**config.mk**
```make
export PLATFORM = sky130hd
export DESIGN_NAME = fsm_trace_monitor
export DESIGN_NICKNAME = d
export VERILOG_FILES = /design/src/rtl/fsm_trace_pkg.sv /design/src/rtl/fsm_trace_fifo.sv /design/src/rtl/fsm_trace_monitor.sv
export SDC_FILE = /design/constraint.sdc
export NUM_CORES = 1
export LEC_CHECK = 0
export CAP_MARGIN = 15
export CORE_MARGIN = 3
export CORE_UTILIZATION = 50
export DETAILED_ROUTE_END_ITERATION = 12
export PLACE_DENSITY = 0.68
export SYNTH_ARGS = -nofsm -noshare
export SYNTH_HDL_FRONTEND = slang
export SYNTH_SLANG_ARGS = --single-unit
```
**constraint.sdc**
```tcl
create_clock -name clk -period 5 [get_ports clk]
set_clock_uncertainty 0.05 [all_clocks]
set_input_delay 0.5 -clock clk [delete_from_list [all_inputs] [get_ports clk]]
set_output_delay 0.5 -clock clk [all_outputs]
set_load 0.005 [all_outputs]
```
**src/rtl/fsm_trace_pkg.sv**
```systemverilog
// Shared types for the FSM trace monitor: control states, event record layout
// and the transition legality rule.
package fsm_trace_pkg;

   typedef enum logic {S_IDLE = 1'b0, S_TRACK = 1'b1} state_e;

   // Event record, MSB to LSB: {prev[W], next[W], dwell[CNT_W], illegal}
   localparam int OFF_ILL   = 0;
   localparam int OFF_DWELL = 1;

   function automatic int evt_w(int w, int c);
      return 2 * w + c + 1;
   endfunction

   function automatic int off_next(int c);
      return 1 + c;
   endfunction

   function automatic int off_prev(int w, int c);
      return 1 + c + w;
   endfunction

   // Legal: step to prev+1 (wrapping at 2^w) or return to the idle code 0.
   function automatic logic is_legal(logic [31:0] prev, logic [31:0] next, int w);
      logic [31:0] mask;
      mask = (w >= 32) ? '1 : ((32'd1 << w) - 32'd1);
      return ((next & mask) == ((prev + 32'd1) & mask)) || ((next & mask) == 32'd0);
   endfunction

endpackage

```
**src/rtl/fsm_trace_fifo.sv**
```systemverilog
// Generic synchronous show-ahead FIFO; a push into a full FIFO is accepted
// only when a pop happens on the same edge.
module fsm_trace_fifo #(
   parameter int WIDTH = 8,
   parameter int DEPTH = 8
) (
   input  logic                       clk,
   input  logic                       rstn,
   input  logic                       push_i,
   input  logic                       pop_i,
   input  logic [WIDTH-1:0]           din_i,
   output logic [WIDTH-1:0]           dout_o,
   output logic                       full_o,
   output logic                       empty_o,
   output logic [$clog2(DEPTH):0]     count_o
);

   localparam int AW = $clog2(DEPTH);

   logic [WIDTH-1:0] mem_q [DEPTH];
   logic [AW-1:0]    wr_q, rd_q;
   logic [AW:0]      cnt_q, cnt_d;
   logic             wr_en, rd_en;

   assign full_o  = (cnt_q == (AW+1)'(DEPTH));
   assign empty_o = (cnt_q == '0);
   assign count_o = cnt_q;
   assign dout_o  = mem_q[rd_q];

   assign wr_en = push_i && (!full_o || pop_i);
   assign rd_en = pop_i && !empty_o;

   always_comb begin
      cnt_d = cnt_q;
      case ({wr_en, rd_en})
         2'b10:   cnt_d = cnt_q + (AW+1)'(1);
         2'b01:   cnt_d = cnt_q - (AW+1)'(1);
         default: cnt_d = cnt_q;
      endcase
   end

   always_ff @(posedge clk or negedge rstn) begin
      if (!rstn) begin
         wr_q  <= '0;
         rd_q  <= '0;
         cnt_q <= '0;
      end else begin
         if (wr_en) wr_q <= wr_q + AW'(1);
         if (rd_en) rd_q <= rd_q + AW'(1);
         cnt_q <= cnt_d;
      end
   end

   // Storage needs no reset: the count alone decides what is visible.
   always_ff @(posedge clk) begin
      if (wr_en) mem_q[wr_q] <= din_i;
   end

endmodule

```
**src/rtl/fsm_trace_monitor.sv**
```systemverilog
// Observes an FSM state bus, logs every transition into an event FIFO and
// raises sticky error flags. Optional dwell timeout: FSM_TRACE_MONITOR_TIMEOUT_EN.
module fsm_trace_monitor
   import fsm_trace_pkg::*;
#(
   parameter int W       = 8,
   parameter int DEPTH   = 8,
   parameter int CNT_W   = 16,
   parameter int TIMEOUT = 1000
) (
   input  logic             clk,
   input  logic             rstn,
   input  logic             obs_en,
   input  logic [W-1:0]     obs_val,
   input  logic             err_clr,
   output logic             evt_valid,
   input  logic             evt_ready,
   output logic [W-1:0]     evt_prev,
   output logic [W-1:0]     evt_next,
   output logic [CNT_W-1:0] evt_dwell,
   output logic             evt_illegal,
   output logic             err_illegal,
   output logic             err_overflow,
`ifdef FSM_TRACE_MONITOR_TIMEOUT_EN
   output logic             err_timeout,
`endif
   output logic [7:0]       drop_cnt
);

   localparam int EW  = evt_w(W, CNT_W);
   localparam int ONX = off_next(CNT_W);
   localparam int OPV = off_prev(W, CNT_W);
   localparam int CW  = $clog2(DEPTH) + 1;
   localparam logic [CNT_W-1:0] DW_MAX = '1;

   state_e           state_q, state_d;
   logic [W-1:0]     cur_q, cur_d;
   logic [CNT_W-1:0] dwell_q, dwell_d;
   logic             ill_q, ill_d, ovf_q, ovf_d;
   logic [7:0]       drop_q, drop_d;
   logic             push, pop, drop, illegal;
   logic             fifo_full, fifo_empty;
   logic [EW-1:0]    wr_rec, rd_rec;
   logic [CW-1:0]    unused_count;

   assign push    = (state_q == S_TRACK) && obs_en && (obs_val != cur_q);
   assign illegal = push && !is_legal(32'(cur_q), 32'(obs_val), W);
   assign pop     = evt_valid && evt_ready;
   assign drop    = push && fifo_full && !pop;
   assign wr_rec  = {cur_q, obs_val, dwell_q, illegal};

   fsm_trace_fifo #(.WIDTH(EW), .DEPTH(DEPTH)) u_fifo (
      .clk     (clk),
      .rstn    (rstn),
      .push_i  (push),
      .pop_i   (pop),
      .din_i   (wr_rec),
      .dout_o  (rd_rec),
      .full_o  (fifo_full),
      .empty_o (fifo_empty),
      .count_o (unused_count)
   );

   // Head fields are masked so stale storage never leaks out while empty.
   assign evt_valid   = !fifo_empty;
   assign evt_prev    = evt_valid ? rd_rec[OPV +: W]           : '0;
   assign evt_next    = evt_valid ? rd_rec[ONX +: W]           : '0;
   assign evt_dwell   = evt_valid ? rd_rec[OFF_DWELL +: CNT_W] : '0;
   assign evt_illegal = evt_valid && rd_rec[OFF_ILL];

   always_comb begin
      state_d = state_q;
      cur_d   = cur_q;
      dwell_d = dwell_q;
      case (state_q)
         S_IDLE: begin
            if (obs_en) begin
               state_d = S_TRACK;
               cur_d   = obs_val;
               dwell_d = CNT_W'(1);
            end
         end
         S_TRACK: begin
            if (!obs_en) begin
               state_d = S_IDLE;
            end else if (obs_val == cur_q) begin
               if (dwell_q != DW_MAX) dwell_d = dwell_q + CNT_W'(1);
            end else begin
               cur_d   = obs_val;
               dwell_d = CNT_W'(1);
            end
         end
         default: state_d = S_IDLE;
      endcase
   end

   // Sticky flags: a new error on the clear cycle wins.
   always_comb begin
      ill_d  = (ill_q && !err_clr) || illegal;
      ovf_d  = (ovf_q && !err_clr) || drop;
      drop_d = drop_q;
      if (err_clr)                         drop_d = drop ? 8'd1 : 8'd0;
      else if (drop && (drop_q != 8'hFF))  drop_d = drop_q + 8'd1;
   end

   always_ff @(posedge clk or negedge rstn) begin
      if (!rstn) begin
         state_q <= S_IDLE;
         cur_q   <= '0;
         dwell_q <= '0;
         ill_q   <= 1'b0;
         ovf_q   <= 1'b0;
         drop_q  <= '0;
      end else begin
         state_q <= state_d;
         cur_q   <= cur_d;
         dwell_q <= dwell_d;
         ill_q   <= ill_d;
         ovf_q   <= ovf_d;
         drop_q  <= drop_d;
      end
   end

   assign err_illegal  = ill_q;
   assign err_overflow = ovf_q;
   assign drop_cnt     = drop_q;

`ifdef FSM_TRACE_MONITOR_TIMEOUT_EN
   logic tmo_q, tmo_d, tmo_hit;

   // State code 0 is idle and may dwell indefinitely.
   assign tmo_hit = (state_q == S_TRACK) && (cur_q != '0) && (dwell_q >= CNT_W'(TIMEOUT));
   assign tmo_d   = (tmo_q && !err_clr) || tmo_hit;

   always_ff @(posedge clk or negedge rstn) begin
      if (!rstn) tmo_q <= 1'b0;
      else       tmo_q <= tmo_d;
   end

   assign err_timeout = tmo_q;
`else
   logic unused_timeout;
   assign unused_timeout = (TIMEOUT == 0);
`endif

endmodule

```
==> impl_results.md <==
- Max-cap violations: 0
- Tightest Pin Transition: 946 ps
- Share of cells above drive strength 1: 19.5%
- RSZ-0062 raised after global routing: false
- Leak: 0.00486 uW
- Hold crit path type: in2async
- Max Fclk: 0.274 GHz
- Slew HR: 36.5%
- Synth async-reset ratio: 14.6%
- Vias: 6774
- Post-synth top area cell: edfxtp_1
- Routed vias/inst: 5.96
- Pin count of the biggest net entering global routing: 46
- H-Tree Depth: 1
- Post-synth EDFFs: 264
- Top cells by count, synth: 264 x edfxtp_1, 66 x mux4_2, 46 x nor2_1
- Area contributors post-synth: edfxtp_1 62%, mux4_2 12%, dfrtp_1 8.9%
- Skew-Pair Late Insertion Delay: 550 ps
- PostCTS Resize Cnt: 0
- Die height: 165 um
- Non-Filler Instances: 1136
- CTS root buf: clkbuf_16
- Worst R2R Start: u_fifo.count_o[2]
- Layout net count: 809
- Die area: 27300 um2
- Die W: 165 um
- Vias in the first global route: 7117
- DR DRC count: 0
- Area share of the largest cell type after synthesis: 62.5%
- Critical path launch point: u_fifo.rd_q[0]
- Synth Net Count: 729
- Seq/Total Area, Yosys: 71.3%
- Initial Util: 51.6%
- Final ANT Viol Nets: 0
- Min Tclk post-route: 3650 ps
- Drt pass-1 iters: 5
- CP Data Arrival Time: 3100 ps
- Drt wl/cell: 23.3 um
- Post-Layout Inst Area: 14700 um2
- Clk slew on worst S/H paths: 60 ps
- Fillers: 1795
- Critical path class: reg2out
- Post-synthesis area per instance: 17.9 um2
- Max clock buf depth: 3
- Placed cells: 1077
- Hpwl dp: 16000 um
- Max-slew violations: 0
- Main flop type after synthesis: edfxtp_1
- Final setup violation count: 0
- Core area: 24600 um2
- Max VDD drop: 254 uV
- Hold-fix buffers at CTS: 0
- Area added between synthesis and finish: 16.2%
- Num ports: 57
- First-pass GRT wire length: 41900 um
- Sink Count: 309
- Top-count cell post-synth: edfxtp_1
- Global-route usage over all layers: 20.2%
- R2R setup slack: 1820 ps
- CTS Buf Count: 31
- # port buffers: 56
- CP max FO: 44
- WL final: 26500 um
- Setup TNS: 0 ps
- Flops & latches, synth: 309
- Remaining global-route overflow: 0
- Placed Area: 13800 um2
- Outcome: complete, no violations
- Yosys Warn Count: 0
- Syn Inst Count: 708
- Detailed Route Iter0 Violations: 611
- Final Hold Viols: 0
- Row count: 57
- Count of cell types in the netlist: 60
- Power per cell area: 514 nW/um2
- Tcrit/Tclk final: 73.0%
- Initial antenna violation count: 0
- GPL Wtd Cong: 0.895
- CTS tree: done
- Setup Buffers After CTS: 0
- Antenna Cells: 0
- Mapped Area: 12700 um2
- Worst Setup End Kind: output pin
- Startpoint Class: flip-flop
- Critical Path RT: 4450 ps
[logic make-up after synthesis]
group	Yosys count	share of synthesized area [%]
DFF	309	71.3
and+or+nand+nor	141	5.70
muxes	112	15.5
AOI/OAI and AO/OA	69	3.61
buffers and inverters	47	1.52
xor gates and xnor gates	22	1.58
adders and majority gates	8	0.789
[placed cells by master, fill, tap and decap left out, types with 13 or more instances in the layout]
| cell type | instances |
|---|---|
| edfxtp_1 | 264 |
| mux4_2 | 66 |
| clkdlybuf4s50_1 | 55 |
| nor2_1 | 44 |
| dfrtp_1 | 42 |
| mux2i_1 | 34 |
| clkbuf_16 | 31 |
| nand2_1 | 24 |
| buf_4 | 20 |
| a21oi_1 | 16 |
| o21ai_0 | 16 |
| inv_1 | 14 |
| clkbuf_1 | 14 |
| xnor2_1 | 13 |
[through the flow]
step | setup slack [ps] | hold slack, ps | power [uW] | utilization [%]
2_1_floorplan | 537 | 154 | 4540 | -
3_3_place_gp | 1390 | 459 | 5440 | 55.9
3_5_place_dp | 1290 | 456 | 5500 | 55.9
4_1_cts | 1250 | 146 | 7680 | 59.8
5_1_grt | 1100 | 303 | 7960 | 59.9
6_report | 1350 | 298 | 7580 | 59.9
[critical path: stages (launching register included)]
cell and delay [ps]:
dfrtp_4 770, buf_12 400, mux4_2 560, mux2i_1 190
nor2_1 80, clkdlybuf4s50_1 490
[where the power goes]
part	internal, uW	leakage, uW	switching (uW)
logic	1200	0.00148	865
clock network	1270	0.000461	898
registers	3030	0.00293	308
[routing by layer]
layer  GRT usage (%)  routed length (um)  vias up
met5               0                   0        -
met4            5.44                 686        0
met3            2.44                1380       55
met2            33.7               13200      217
met1            28.8               11200     3509
li1                -                   -     2993
[sequential cells by signal, indices dropped and copies added (netlist names)]
name and flops:
err_illegal 1, u_fifo.wr_q 3, u_fifo.count_o 4, dwell_q 16, err_overflow 1, u_fifo.mem_q 264
drop_cnt 8, u_fifo.rd_q 3, cur_q 8, state_q 1
[final cells by class]
type | instances | area [um2] | share of cell area [%]
clock buffer | 47 | 856 | 5.81
clock inverter | 10 | 93.8 | 0.637
inverter | 14 | 52.6 | 0.357
multi-input combinational | 352 | 3500 | 23.7
sequential | 309 | 9060 | 61.5
tap | 324 | 405 | 2.75
timing repair buffer | 80 | 776 | 5.26
[worst paths after layout]
path / to / cells past startpoint
setup / recovery: evt_dwell[7] / 5
hold / removal: drop_cnt[2] / 2
setup reg to reg: u_fifo.count_o[2] / 9
hold reg to reg: err_overflow / 2
max in group asynchronous: dwell_q[8] / 3
min in group clk: err_overflow / 2
No activity file was read; power rests on OpenSTA's default activity.
